[src/rtl/uart_rx_multibyte.sv]
// uart_rx_multibyte: UART receiver that assembles DATA_BYTE consecutive
// characters (start, 8 data bits LSB first, STOP_BITS stop bits) into one
// wide word. Byte 0 lands in bits [7:0].
// Optional feature macro: UART_PARITY_EN adds one parity bit per character
// after the data bits. The parity sense comes from PARITY_ODD.
module uart_rx_multibyte #(
    parameter int DATA_BYTE    = 1,
    parameter int CLKS_PER_BIT = 16,
    parameter int STOP_BITS    = 1,
    parameter int TIMEOUT_BITS = 4,
    parameter int PARITY_ODD   = 0
) (
    input  logic                   i_clk,
    input  logic                   i_rst_n,
    input  logic                   rxEn,
    input  logic                   uart_rx_sended_data_bit,
    output logic                   rxDone,
    output logic                   rxBusy,
    output logic                   rxError,
    output logic [DATA_BYTE*8-1:0] uart_rx_taken_data
);
    localparam int CW = $clog2(CLKS_PER_BIT * TIMEOUT_BITS + 1);
    localparam int BW = (DATA_BYTE > 1) ? $clog2(DATA_BYTE) : 1;
    localparam logic [CW-1:0] HALF_M1   = CW'(CLKS_PER_BIT / 2 - 1);
    localparam logic [CW-1:0] FULL_M1   = CW'(CLKS_PER_BIT - 1);
    localparam logic [CW-1:0] TMO_M1    = CW'(CLKS_PER_BIT * TIMEOUT_BITS - 1);
    localparam logic [BW-1:0] LAST_BYTE = BW'(DATA_BYTE - 1);
    localparam logic [2:0]    LAST_STOP = 3'(STOP_BITS - 1);

    typedef enum logic [2:0] {
        IDLE,
        START,
        DATA,
`ifdef UART_PARITY_EN
        PARITY,
`endif
        STOP,
        WAIT_START,
        DONE
    } state_t;

    state_t                 state_q, state_d;
    logic                   sync1_q, sync2_q, prev_q;
    logic [CW-1:0]          cnt_q, cnt_d;
    logic [2:0]             bit_q, bit_d;
    logic [BW-1:0]          byte_q, byte_d;
    logic [7:0]             shift_q, shift_d;
    logic [DATA_BYTE*8-1:0] asm_q, asm_d;
    logic [DATA_BYTE*8-1:0] data_q, data_d;
    logic                   done_q, done_d;
    logic                   err_q, err_d;
    logic                   busy_q;
    logic                   perr_q, perr_d;
    logic                   par_bad;
    logic                   rx;
    logic                   fall;

    assign rx   = sync2_q;
    assign fall = prev_q & ~sync2_q;

`ifdef UART_PARITY_EN
    localparam logic PAR_ODD = (PARITY_ODD != 0);
    assign par_bad = perr_q;
`else
    // Parity sense has no meaning without the parity bit.
    logic unused_parity_cfg;
    assign unused_parity_cfg = (PARITY_ODD != 0);
    assign par_bad = 1'b0;
`endif

    // Next-state logic: bit timing, sampling, byte assembly and status pulses.
    always_comb begin
        state_d = state_q;
        cnt_d   = cnt_q;
        bit_d   = bit_q;
        byte_d  = byte_q;
        shift_d = shift_q;
        asm_d   = asm_q;
        data_d  = data_q;
        done_d  = 1'b0;
        err_d   = 1'b0;
        perr_d  = perr_q;
        if (!rxEn) begin
            // Silent abort: no pulse, last good word untouched.
            state_d = IDLE;
            cnt_d   = '0;
            bit_d   = '0;
        end else begin
            case (state_q)
                IDLE: begin
                    if (fall) begin
                        state_d = START;
                        cnt_d   = '0;
                        byte_d  = '0;
                    end
                end
                START: begin
                    if (cnt_q == HALF_M1) begin
                        cnt_d = '0;
                        bit_d = '0;
                        if (rx) begin
                            // Start bit gone by mid-bit: treat as a glitch.
                            state_d = (byte_q != '0) ? WAIT_START : IDLE;
                        end else begin
                            state_d = DATA;
                        end
                    end else begin
                        cnt_d = cnt_q + 1'b1;
                    end
                end
                DATA: begin
                    if (cnt_q == FULL_M1) begin
                        cnt_d   = '0;
                        shift_d = {rx, shift_q[7:1]};
                        if (bit_q == 3'd7) begin
                            bit_d = '0;
`ifdef UART_PARITY_EN
                            state_d = PARITY;
`else
                            state_d = STOP;
`endif
                        end else begin
                            bit_d = bit_q + 3'd1;
                        end
                    end else begin
                        cnt_d = cnt_q + 1'b1;
                    end
                end
`ifdef UART_PARITY_EN
                PARITY: begin
                    if (cnt_q == FULL_M1) begin
                        cnt_d   = '0;
                        state_d = STOP;
                        if (rx != (^shift_q ^ PAR_ODD)) begin
                            perr_d = 1'b1;
                        end
                    end else begin
                        cnt_d = cnt_q + 1'b1;
                    end
                end
`endif
                STOP: begin
                    if (cnt_q == FULL_M1) begin
                        cnt_d = '0;
                        if (!rx) begin
                            err_d   = 1'b1;
                            state_d = IDLE;
                            bit_d   = '0;
                        end else if (bit_q == LAST_STOP) begin
                            bit_d = '0;
                            if (par_bad) begin
                                err_d   = 1'b1;
                                state_d = IDLE;
                            end else begin
                                asm_d[int'(byte_q)*8 +: 8] = shift_q;
                                if (byte_q == LAST_BYTE) begin
                                    state_d = DONE;
                                    done_d  = 1'b1;
                                    data_d  = asm_d;
                                end else begin
                                    byte_d  = byte_q + 1'b1;
                                    state_d = WAIT_START;
                                end
                            end
                        end else begin
                            bit_d = bit_q + 3'd1;
                        end
                    end else begin
                        cnt_d = cnt_q + 1'b1;
                    end
                end
                WAIT_START: begin
                    if (fall) begin
                        state_d = START;
                        cnt_d   = '0;
                    end else if (cnt_q == TMO_M1) begin
                        err_d   = 1'b1;
                        state_d = IDLE;
                        cnt_d   = '0;
                    end else begin
                        cnt_d = cnt_q + 1'b1;
                    end
                end
                DONE: begin
                    state_d = IDLE;
                    cnt_d   = '0;
                end
                default: begin
                    state_d = IDLE;
                    cnt_d   = '0;
                end
            endcase
        end
        if (state_d == IDLE) begin
            perr_d = 1'b0;
        end
    end

    // State, synchroniser and datapath registers with asynchronous clear.
    always_ff @(posedge i_clk or negedge i_rst_n) begin
        if (!i_rst_n) begin
            state_q <= IDLE;
            sync1_q <= 1'b1;
            sync2_q <= 1'b1;
            prev_q  <= 1'b1;
            cnt_q   <= '0;
            bit_q   <= '0;
            byte_q  <= '0;
            shift_q <= '0;
            asm_q   <= '0;
            data_q  <= '0;
            done_q  <= 1'b0;
            err_q   <= 1'b0;
            busy_q  <= 1'b0;
            perr_q  <= 1'b0;
        end else begin
            state_q <= state_d;
            sync1_q <= uart_rx_sended_data_bit;
            sync2_q <= sync1_q;
            prev_q  <= sync2_q;
            cnt_q   <= cnt_d;
            bit_q   <= bit_d;
            byte_q  <= byte_d;
            shift_q <= shift_d;
            asm_q   <= asm_d;
            data_q  <= data_d;
            done_q  <= done_d;
            err_q   <= err_d;
            busy_q  <= (state_d != IDLE);
            perr_q  <= perr_d;
        end
    end

    assign rxDone             = done_q;
    assign rxError            = err_q;
    assign rxBusy             = busy_q;
    assign uart_rx_taken_data = data_q;
endmodule

[config.mk]
export PLATFORM = sky130hd
export DESIGN_NAME = uart_rx_multibyte
export DESIGN_NICKNAME = d
export VERILOG_FILES = /design/src/rtl/uart_rx_multibyte.sv
export SDC_FILE = /design/constraint.sdc
export NUM_CORES = 1
export LEC_CHECK = 0
export CAP_MARGIN = 20
export CORE_ASPECT_RATIO = 0.5
export CORE_MARGIN = 1.5
export CORE_UTILIZATION = 55
export DETAILED_ROUTE_END_ITERATION = 12
export GPL_TIMING_DRIVEN = 0
export PLACE_DENSITY = 0.76
export SYNTH_ARGS = -nofsm -noshare
export SYNTH_HDL_FRONTEND = slang
export SYNTH_SLANG_ARGS = --single-unit
[constraint.sdc]
create_clock -name i_clk -period 2.08 [get_ports i_clk]
set_input_delay 0.416 -clock i_clk [delete_from_list [all_inputs] [get_ports i_clk]]
set_output_delay 0.416 -clock i_clk [all_outputs]
set_load 0.1 [all_outputs]
==> results.json <==
{
  "status": "completed",
  "timing.final.crit_share_pct": 93.9,
  "r2r_cells": 8,
  "start_kind": "flop",
  "timing.critical_path.arrival_ns": 2.18,
  "firstDrtPassIters": 4,
  "end_kind": "flop",
  "rsz0062_at_grt": "no",
  "clk_latency_ns": 0.29,
  "area_growth_syn_to_layout_pct": 17.5,
  "globalRouteTotalUtil_pct": 21.4,
  "dpl_cell_area_mm2": 0.00198,
  "leakage_nw": 1.06,
  "drive_above_1_share_pct": 28.4,
  "synthCells": 154,
  "fmax_mhz": 512,
  "dr.first_iter.drc_count": 124,
  "initial_core_utilization_pct": 59.0,
  "clock_tree.buffer_depth": 2,
  "tritoncts_clock_tree": "yes",
  "synth_top_cells_by_area": "sky130_fd_sc_hd__dfrtp_1 44%, sky130_fd_sc_hd__mux2_4 6.6%, sky130_fd_sc_hd__mux2_2 5.0%",
  "final.setup.worst_slack_ns": 0.128,
  "grt_busiest_layer": "met2",
  "report.final.setup_viol": 0,
  "synth.avg_cell_area_um2": 11.7,
  "final_net_count": 184,
  "cts-hold-fix-buffers": 0,
  "synth_top_cell_by_area": "sky130_fd_sc_hd__dfrtp_1",
  "place.gp.congestion": 0.841,
  "r2r-start": "cnt_q[0]",
  "yosysUniqueCellTypes": 46,
  "synth-edff-count": 0,
  "finalNonFillerCells": 216,
  "period_minus_slack_ns": 1.95,
  "dp_hpwl_um": 2300,
  "final_routed_drc_violation_total": 0,
  "met3_usage_pct": 6.86,
  "coreArea_mm2": 0.00307,
  "final_antenna_net_count": 0,
  "die_height_um": 43.5,
  "sequential_cell_area_fraction_in_the_yosys_report_pct": 48.7,
  "numPortBuffers": 13,
  "final_max_slew_violation_count": 0,
  "grt_pass1_vias": 1276,
  "htree_levels": 2,
  "critical_path_class": "flop to flop",
  "setup.reg_to_reg.worst_slack_ns": 0.13,
  "cts_root_buffer": "sky130_fd_sc_hd__clkbuf_8",
  "dp.cells": 207,
  "fp-row-count": 14,
  "largest_net_degree_at_the_start_of_global_routing": 36,
  "use_met1_pct": 28.6,
  "synth.net_count": 163,
  "routed_wl_um": 3440,
  "vias": 1252,
  "whs_ns": 0.201,
  "setup_ws_pre_cts_ns": 0.0813,
  "antenna-diode-count": 0,
  "postSynth.asyncResetShare_pct": 100,
  "i_o_pin_count": 15,
  "worst_pin_slew_ns": 0.962,
  "cts_inserted_buffers": 5,
  "clock_skew_ns": 0.00728,
  "totalNegativeSetupSlack_ns": 0,
  "finalHoldViolCount": 0,
  "clkTransAtPathRegs_ns": 0.08,
  "synth.yosys.warnings": 0,
  "max_cap_viols": 0,
  "die-area_mm2": 0.00366,
  "r2r_end": "cnt_q[5]",
  "dominantRegCellSynth": "sky130_fd_sc_hd__dfrtp_1",
  "timing.slew.headroom_pct": 36.1,
  "grt_pass1_wl_um": 5880,
  "detail_route.vias_per_cell": 5.80,
  "ys_seq_elements": 35,
  "filler_cell_count": 226,
  "critical_path.max_fanout": 10,
  "cts.sink_count": 35,
  "use_met2_pct": 34.4,
  "postLayoutCellArea_mm2": 0.00212,
  "finalCoreUtilization_pct": 69.3,
  "die_w_um": 84.1,
  "ir_drop_mv": 0.534,
  "synthesis.area_mm2": 0.00181,
  "synth.top_cell.area_share_pct": 44.3,
  "routedWlPerCell_um": 15.9,
  "grt_overflow_total": 0,
  "hp-class": "input pin to asynchronous set/reset pin",
  "critical_path_required_ns": 2.31,
  "powerDensity_mw_per_mm2": 652,
  "grt_antenna_before_repair": 0,
  "fin_total_pwr_mw": 1.39
}
==> what timing repair did <==
action | CTS | global route
pin swaps | 0 | 2
endpoints found under the setup margin | 11 | 10
resized for setup | 11 | 6
buffers inserted | 0 | 1
hold endpoints to repair | 0 | 0
==> Yosys cell counts, types with 3 or more instances <==
cell type and count:
sky130_fd_sc_hd__nor3_1 4, sky130_fd_sc_hd__nand2_1 10, sky130_fd_sc_hd__dfstp_2 3, sky130_fd_sc_hd__ha_1 5, sky130_fd_sc_hd__mux2_4 8, sky130_fd_sc_hd__nand3_1 5, sky130_fd_sc_hd__inv_1 3, sky130_fd_sc_hd__buf_6 3
sky130_fd_sc_hd__nor2_1 11, sky130_fd_sc_hd__a21o_1 5, sky130_fd_sc_hd__and3_1 5, sky130_fd_sc_hd__mux2_2 8, sky130_fd_sc_hd__nor3_4 3, sky130_fd_sc_hd__dfrtp_1 32, sky130_fd_sc_hd__a31oi_1 4, sky130_fd_sc_hd__o21ai_1 6
sky130_fd_sc_hd__nand2b_1 3
==> worst max path at each step <==
stage	startpoint	end	slack [ns]	cells after the start
after detailed placement	cnt_q[0]	cnt_q[5]	0.08	8
after global routing	cnt_q[0]	cnt_q[5]	0.02	8
after floorplan	cnt_q[0]	cnt_q[5]	0.20	8
final	cnt_q[0]	cnt_q[5]	0.13	8
after global placement	i_rst_n	uart_rx_taken_data[5]	-0.16	1
after CTS	cnt_q[0]	cnt_q[5]	0.05	8
==> logic make-up (layout without fill, tap and decap cells) <==
group | count (synthesis) | in the layout | synth area share [%]
XOR/XNOR | 1 | 1 | 0.485
adder cells (fa/ha/maj) | 5 | 5 | 3.46
flip-flops | 35 | 35 | 48.7
AO/OA/AOI/OAI | 28 | 28 | 10.6
AND/OR/NAND/NOR | 56 | 56 | 19.9
multiplexers | 17 | 17 | 12.2
buffers and inverters | 12 | 34 | 4.70
==> state kept, by name (all words and copies together) (netlist names) <==
register / count
uart_rx_taken_data: 8
sync1_q: 1
rx: 1
bit_q: 3
rxBusy: 1
rxError: 1
shift_q: 8
cnt_q: 7
prev_q: 1
state_q: 3
rxDone: 1
==> cell type report <==
class	count	area, um^2	area share, %
sequential	35	880	41.4
multi-input combinational	107	861	40.5
tap	40	50.0	2.36
inverter	6	26.3	1.24
clock buffer	5	68.8	3.24
clock inverter	3	46.3	2.18
buffer	6	61.3	2.89
timing repair buffer	14	131	6.18
==> worst max-delay path, stage by stage, from the launching register on <==
cell and delay, ns:
sky130_fd_sc_hd__dfrtp_1 0.43, sky130_fd_sc_hd__ha_2 0.21, sky130_fd_sc_hd__and3_1 0.18, sky130_fd_sc_hd__buf_6 0.13
sky130_fd_sc_hd__a21o_1 0.16, sky130_fd_sc_hd__a311o_1 0.35, sky130_fd_sc_hd__buf_4 0.18, sky130_fd_sc_hd__o21ai_1 0.14
sky130_fd_sc_hd__a21o_1 0.12
==> cells in the final DEF (no fill, tap or decap), types with 4 or more instances in the layout <==
cell                            count
sky130_fd_sc_hd__a21o_1             5
sky130_fd_sc_hd__o21ai_1            6
sky130_fd_sc_hd__a31oi_1            4
sky130_fd_sc_hd__dfrtp_1           32
sky130_fd_sc_hd__nor3b_2            4
sky130_fd_sc_hd__dlygate4sd2_1     11
sky130_fd_sc_hd__nand2_1           10
sky130_fd_sc_hd__mux2_2             8
sky130_fd_sc_hd__clkbuf_8           5
sky130_fd_sc_hd__ha_1               4
sky130_fd_sc_hd__nor2_1            11
sky130_fd_sc_hd__nand3_1            5
sky130_fd_sc_hd__and3_1             5
sky130_fd_sc_hd__mux2_4             8
==> metal layers <==
layer | share of wire (%) | up-vias
met3 | 5.9 | 5
met5 | 0 | -
met4 | 0.73 | 0
met2 | 46 | 33
met1 | 47 | 619
li1 | - | 595
==> report_power, final <==
| part | leakage, nW | internal [mW] | switching, mW |
|---|---|---|---|
| Sequential | 0.477 | 0.689 | 0.00298 |
| Clock | 0.0548 | 0.361 | 0.259 |
| Combinational | 0.526 | 0.0216 | 0.0534 |
Power figures use the tool's default switching activity.
